## config.mk

```make
export PLATFORM = sky130hd
export DESIGN_NAME = dffsrn_pipe
export DESIGN_NICKNAME = d
export VERILOG_FILES = /design/src/rtl/dffsrn_pipe_pkg.sv /design/src/rtl/dffsrn_pipe_stage.sv /design/src/rtl/dffsrn_pipe.sv
export SDC_FILE = /design/constraint.sdc
export NUM_CORES = 1
export LEC_CHECK = 0
export ABC_AREA = 1
export CORE_ASPECT_RATIO = 1.4
export CORE_MARGIN = 3
export CORE_UTILIZATION = 30
export CTS_CLUSTER_DIAMETER = 150
export DETAILED_ROUTE_END_ITERATION = 8
export GPL_TIMING_DRIVEN = 0
export PLACE_DENSITY_LB_ADDON = 0.2
export SLEW_MARGIN = 10
export SYNTH_ARGS = -nofsm -noshare
export SYNTH_HDL_FRONTEND = slang
export SYNTH_SLANG_ARGS = --single-unit
```

## constraint.sdc

```tcl
create_clock -name CLKN -period 2.28 [get_ports CLKN]
set_input_delay 0.342 -clock CLKN [delete_from_list [all_inputs] [get_ports CLKN]]
set_output_delay 0.342 -clock CLKN [all_outputs]
set_load 0.05 [all_outputs]
```

## src/rtl/dffsrn_pipe_pkg.sv

```systemverilog
// Shared constants and helpers for the dffsrn_pipe elastic register pipeline.
package dffsrn_pipe_pkg;

    localparam logic DFLT_SET_BIT = 1'b1;

    // Counter width able to hold 0..depth inclusive.
    function automatic int occ_w(input int depth);
        return $clog2(depth + 1);
    endfunction

endpackage

```

## src/rtl/dffsrn_pipe_stage.sv

```systemverilog
// One pipeline stage (data + valid) on negedge clkn_i; 1-edge load latency.
// No backpressure of its own: load/advance decisions come from the parent's ready chain.
module dffsrn_pipe_stage
    import dffsrn_pipe_pkg::*;
#(
    parameter int               WIDTH      = 8,
    parameter logic [WIDTH-1:0] SET_VAL    = {WIDTH{DFLT_SET_BIT}},
    parameter bit               PRESET_DAT = 1'b0
) (
    input  logic             clkn_i,
    input  logic             rn_i,
    input  logic             sn_i,
    input  logic             load_i,
    input  logic             adv_i,
    input  logic [WIDTH-1:0] data_i,
    output logic [WIDTH-1:0] data_o,
    output logic             vld_o
);

    logic [WIDTH-1:0] data_d, data_q;
    logic             vld_d, vld_q;

    // Preset beats load; an advancing stage with no refill keeps its stale data.
    always_comb begin
        data_d = data_q;
        vld_d  = vld_q;
        if (!sn_i) begin
            vld_d = 1'b0;
            if (PRESET_DAT) begin
                data_d = SET_VAL;
            end
        end else if (load_i) begin
            data_d = data_i;
            vld_d  = 1'b1;
        end else if (adv_i) begin
            vld_d = 1'b0;
        end
    end

    always_ff @(negedge clkn_i or negedge rn_i) begin
        if (!rn_i) begin
            data_q <= '0;
            vld_q  <= 1'b0;
        end else begin
            data_q <= data_d;
            vld_q  <= vld_d;
        end
    end

    assign data_o = data_q;
    assign vld_o  = vld_q;

endmodule

```

## src/rtl/dffsrn_pipe.sv

```systemverilog
// WIDTH x DEPTH elastic pipeline on negedge CLKN; DEPTH edges empty-pipe latency, bubbles collapse.
// Combinational ready chain from OUT_READY; optional OCC port with DFFSRN_PIPE_OCC_EN.
module dffsrn_pipe
    import dffsrn_pipe_pkg::*;
#(
    parameter int               WIDTH   = 8,
    parameter int               DEPTH   = 3,
    parameter logic [WIDTH-1:0] SET_VAL = {WIDTH{DFLT_SET_BIT}}
) (
    input  logic             CLKN,
    input  logic             RN,
    input  logic             SN,
    input  logic [WIDTH-1:0] D,
    input  logic             IN_VALID,
    output logic             IN_READY,
    output logic [WIDTH-1:0] Q,
    output logic [WIDTH-1:0] QN,
    output logic             OUT_VALID,
    input  logic             OUT_READY
`ifdef DFFSRN_PIPE_OCC_EN
    ,
    output logic [occ_w(DEPTH)-1:0] OCC
`endif
);

    logic [WIDTH-1:0] stg_dat [DEPTH];
    logic [DEPTH-1:0] stg_vld;
    logic [DEPTH-1:0] adv;
    logic [DEPTH-1:0] free;
    logic             push;
    logic             pop;

    // Walk from the output stage back so each stage sees its successor's freedom.
    always_comb begin
        adv          = '0;
        free         = '0;
        adv[DEPTH-1]  = stg_vld[DEPTH-1] & OUT_READY;
        free[DEPTH-1] = ~stg_vld[DEPTH-1] | adv[DEPTH-1];
        for (int k = DEPTH - 2; k >= 0; k--) begin
            adv[k]  = stg_vld[k] & free[k+1];
            free[k] = ~stg_vld[k] | adv[k];
        end
    end

    assign IN_READY = free[0] & RN;
    assign push     = IN_VALID & IN_READY;
    assign pop      = adv[DEPTH-1];

    for (genvar k = 0; k < DEPTH; k++) begin : g_stage
        logic             ld;
        logic [WIDTH-1:0] din;

        if (k == 0) begin : g_in
            assign ld  = push;
            assign din = D;
        end else begin : g_mid
            assign ld  = adv[k-1];
            assign din = stg_dat[k-1];
        end

        dffsrn_pipe_stage #(
            .WIDTH      (WIDTH),
            .SET_VAL    (SET_VAL),
            .PRESET_DAT (k == DEPTH - 1)
        ) u_stage (
            .clkn_i (CLKN),
            .rn_i   (RN),
            .sn_i   (SN),
            .load_i (ld),
            .adv_i  (adv[k]),
            .data_i (din),
            .data_o (stg_dat[k]),
            .vld_o  (stg_vld[k])
        );
    end

    assign Q         = stg_dat[DEPTH-1];
    assign QN        = ~stg_dat[DEPTH-1];
    assign OUT_VALID = stg_vld[DEPTH-1];

`ifdef DFFSRN_PIPE_OCC_EN
    localparam int OCC_W = occ_w(DEPTH);

    logic [OCC_W-1:0] occ_d, occ_q;

    always_comb begin
        occ_d = occ_q;
        if (!SN) begin
            occ_d = '0;
        end else if (push && !pop) begin
            occ_d = occ_q + OCC_W'(1);
        end else if (pop && !push) begin
            occ_d = occ_q - OCC_W'(1);
        end
    end

    always_ff @(negedge CLKN or negedge RN) begin
        if (!RN) begin
            occ_q <= '0;
        end else begin
            occ_q <= occ_d;
        end
    end

    assign OCC = occ_q;
`endif

endmodule
```

# ---- Word-level counts from Yosys, hierarchy flattened
# Index checks and enable logic that the tools add are counted.
dict set report classes {
  n_eq_ne 4
  n_bitwise 12
  mux 11
  reduce_logical 2
}
# cell n
set op_table {}
lappend op_table {{8-bit two-way mux} 2}
lappend op_table {{1-bit two-way mux} 9}
lappend op_table {{3-bit by 1-bit inequality test with 1-bit output, second input constant} 3}
lappend op_table {{8-bit NOT} 1}
lappend op_table {{1-bit bitwise AND} 5}
lappend op_table {{2-bit AND reduction} 2}
lappend op_table {{1-bit NOT} 3}
lappend op_table {{1-bit OR} 3}
lappend op_table {{2-bit by 1-bit inequality test with 1-bit output, second input constant} 1}
dict set report word_totals {
  inputBits 13
  elab_cells 35
  out_inout_bits 18
  regBits 27
}

# ---- Longest topological paths before layout
dict set report logic_depth {
  word_depth 10
  mapped_depth 7
  ltp_nobuf 7
}

# ---- Cells and area by module
# From an unflattened synthesis, not the netlist that was laid out.
dict set report unflattened {
  hier_cells 138
  area_unflattened_um2 1228.7
}
# mod cells_each area_per_inst_um2 instances seq_area_each_um2
set modules_own_cells {}
lappend modules_own_cells {{dffsrn_pipe_stage (g_stage[0].u_stage ...)} 39 380.4 2 225.2}
lappend modules_own_cells {{dffsrn_pipe_stage (g_stage[2].u_stage)} 40 382.9 1 225.2}
lappend modules_own_cells {dffsrn_pipe 20 85.1 1 0.0}

==> results.toml <==
[worst_hold_path]
hold_path.class = "reg -> reg"

[floorplan]
initial_utilization_pct = 32.5
die_height_um = 78.9
num_rows = 25
pin_count = 31
die_w_um = 58.0
core_sq_um = 3500
dieArea_sq_um = 4580

[detailed_routing]
num_vias = 974
drc = 0
final_antenna_net_count = 0
vias_per_cell = 4.41
drtIter0Drc = 12
avgRoutedWirePerCell_um = 10.4
drt-pass1-iter-count = 3
wl_um = 2310

[synthesis]
yosysSeqAreaShare_pct = 59.4
synth_top_family_by_area = "simple AND/OR/NAND/NOR gates"
synth-simple-area-share_pct = 22.4
synth_common_cells = "nand2_1, dfrtn_1, inv_1"
synth-xor-area-share_pct = 0
ys_warn_count = 0
ys_types = 12
synth.most_common_cell = "nand2_1"
avgSynthCellArea_sq_um = 8.75
synthAdderAreaFrac_pct = 0
synth_area_sq_um = 1140
synth_nets = 143
synth-compound-area-share_pct = 8.36
muxShareOfSynthArea_pct = 0
synth_edf_count = 0
syn_inst = 130
postSynth.asyncResetShare_pct = 100
yosys.area.top_type_share_pct = 59.4
ys_ff_latch = 27
yosysTopAreaCell = "dfrtn_1"
ys.flop_type = "dfrtn_1"
yosys-top-cells-area = "dfrtn_1, nand2_1, inv_1"

[layout]
n_fill_cell = 345
drive_gt1_share_pct = 35.4
fin_nets = 195
finalNonFillerCells = 221
insertedDiodeCount = 0
postLayoutCoreUtil_pct = 49.8
syn2layout_area_growth_pct = 53.2

[global_route]
grt_overflow = 0
antenna_found_initial = 0
track_usage_pct = 11.5
grt_max_degree = 29
grt_pass1_wl_um = 4240
grt_pass1_vias = 974

[placement]
dp_hpwl_um = 1600
place_inst = 200
dp_worst_setup_slack_ns = -1.46
globalplace.congestion = 0.689
numPortBuffers = 30

[pwr]
powerDensity_nw_per_um2 = 750
clkPwrFrac_pct = 19.8
power_frac_comb_pct = 33.1
switchingPower_mw = 0.450
p_leak_nw = 0.904
seqPwrFrac_pct = 47.1
vdd_drop_max_mv = 0.404
internal_power_mw = 0.858
switching_share_pct = 34.4

[critical_path]
worstSetupEndpointType = "primary output"
cp_max_fo = 2
worstSetupStartpointType = "flop"
critPathRequiredTime_ns = 1.94
path_class = "reg -> out"
arrival_ns = 2.38

[timing]
hold_ws_ns = 0.418
clock_skew_ns = 0.000957
drv_slew = 0
rsz0062_at_grt = "yes"
layout_setup_ws_ns = -0.444
slew-limit-headroom_pct = 83.4
hold_viol_final = 0
setup-violations-final = 18
worst_pin_slew_ns = 0.249

[cts]
clock_path_buffers = 2
cts.sink_count = 27
cts_tree = "done"
ctsHoldBuffers = 0
numCtsBuffers = 3
clockRootBuffer = "clkbuf_8"
clk_latency_ns = 0.27
htree_num_levels = 1
clk_pin_slew_ns = 0.06

[job]
timing.max_cap.violations = 0

[status]
outcome = "finished with violations"
violations = "negative setup slack"
-- worst max-delay path, cell delays in order, from the launching register on --
cell and delay, ns:
dfrtn_1 0.42, nand4_1 0.16, buf_6 0.16, nand2_2 0.05, inv_2 0.03, buf_6 0.14
-- power groups by stage --
stage / Clock (mW) / Sequential, mW / Combinational, mW
2_1_floorplan: 0 / 0.686 / 0.178
4_1_cts: 0.273 / 0.614 / 0.428
3_3_place_gp: 0 / 0.614 / 0.386
6_report: 0.259 / 0.616 / 0.433
3_5_place_dp: 0 / 0.619 / 0.390
5_1_grt: 0.293 / 0.629 / 0.470
-- final timing paths --
check / start / cells after the start / endpoint / slack [ns]
worst min-delay path: g_stage[0].u_stage.data_o[2]$_DFFE_NN0P_ / 2 / g_stage[0].u_stage.data_o[2]$_DFFE_NN0P_ / 0.42
worst max register to register: g_stage[2].u_stage.vld_o$_DFFE_NN0P_ / 8 / g_stage[1].u_stage.data_o[6]$_DFFE_NN0P_ / 0.88
max in group asynchronous: RN / 1 / g_stage[1].u_stage.data_o[5]$_DFFE_NN0P_ / 1.10
worst min register to register: g_stage[0].u_stage.data_o[2]$_DFFE_NN0P_ / 2 / g_stage[0].u_stage.data_o[2]$_DFFE_NN0P_ / 0.42
worst max-delay path: g_stage[0].u_stage.vld_o$_DFFE_NN0P_ / 5 / IN_READY / -0.44
min in group asynchronous: RN / 1 / g_stage[2].u_stage.data_o[0]$_DFFE_NN0P_ / 0.94
-- cell type report --
type	instances	area (sq um)	share of cell area (%)
plain buffers	4	35.0	2.01
clock buffers	4	45.0	2.58
inverters	23	91.3	5.24
multi-input cells	77	389	22.3
flip-flops and latches	27	676	38.8
well taps	40	50.0	2.87
repair buffers	46	457	26.2
-- per-stage QoR --
stage | area [sq um] | total power [mW] | setup TNS (ns)
finish | 1740 | 1.31 | -2.49
global route | 1740 | 1.39 | -3.37
CTS | 1700 | 1.32 | -3.89
detailed placement | 1490 | 1.01 | -43.88
global placement | 1490 | 1.00 | -42.12
floorplan | 1140 | 0.865 | -2.42
-- logic make-up after synthesis --
kind of cell,count (synthesis)
flops,27
buf+inv,27
compound gates,19
simple gates,57
-- state kept, by name, summed over array words and instances (netlist names) --
| register | flops |
|---|---|
| g_stage.u_stage.data_o | 24 |
| g_stage.u_stage.vld_o | 3 |
-- layer usage --
| layer | vias up | wire, um | global-route usage [%] |
|---|---|---|---|
| li1 | 511 | - | - |
| met1 | 430 | 916 | 13.3 |
| met2 | 29 | 1210 | 21.2 |
| met3 | 4 | 146 | 1.46 |
| met4 | 0 | 34 | 4.18 |
| met5 | - | 0 | 0 |
-- timing repair --
| item | in CTS | in global routing |
|---|---|---|
| hold endpoints to repair | 0 | 0 |
| pin swaps | 3 | 1 |
| gates resized for setup | 148 | 18 |
| buffers inserted | 14 | 4 |
| gates cloned | 1 | 0 |
| setup endpoints to repair | 72 | 36 |
-- placed cells by master, fill, tap and decap left out, drive strengths merged --
| cell | count |
|---|---|
| nand3 | 3 |
| dfrtn | 27 |
| o21ai | 17 |
| clkdlybuf4s50 | 8 |
| a21oi | 2 |
| buf | 38 |
| nand4 | 9 |
| dlymetal6s2s | 1 |
| clkbuf | 7 |
| inv | 23 |
| nand2 | 46 |
(Power assumes the default switching activity.)
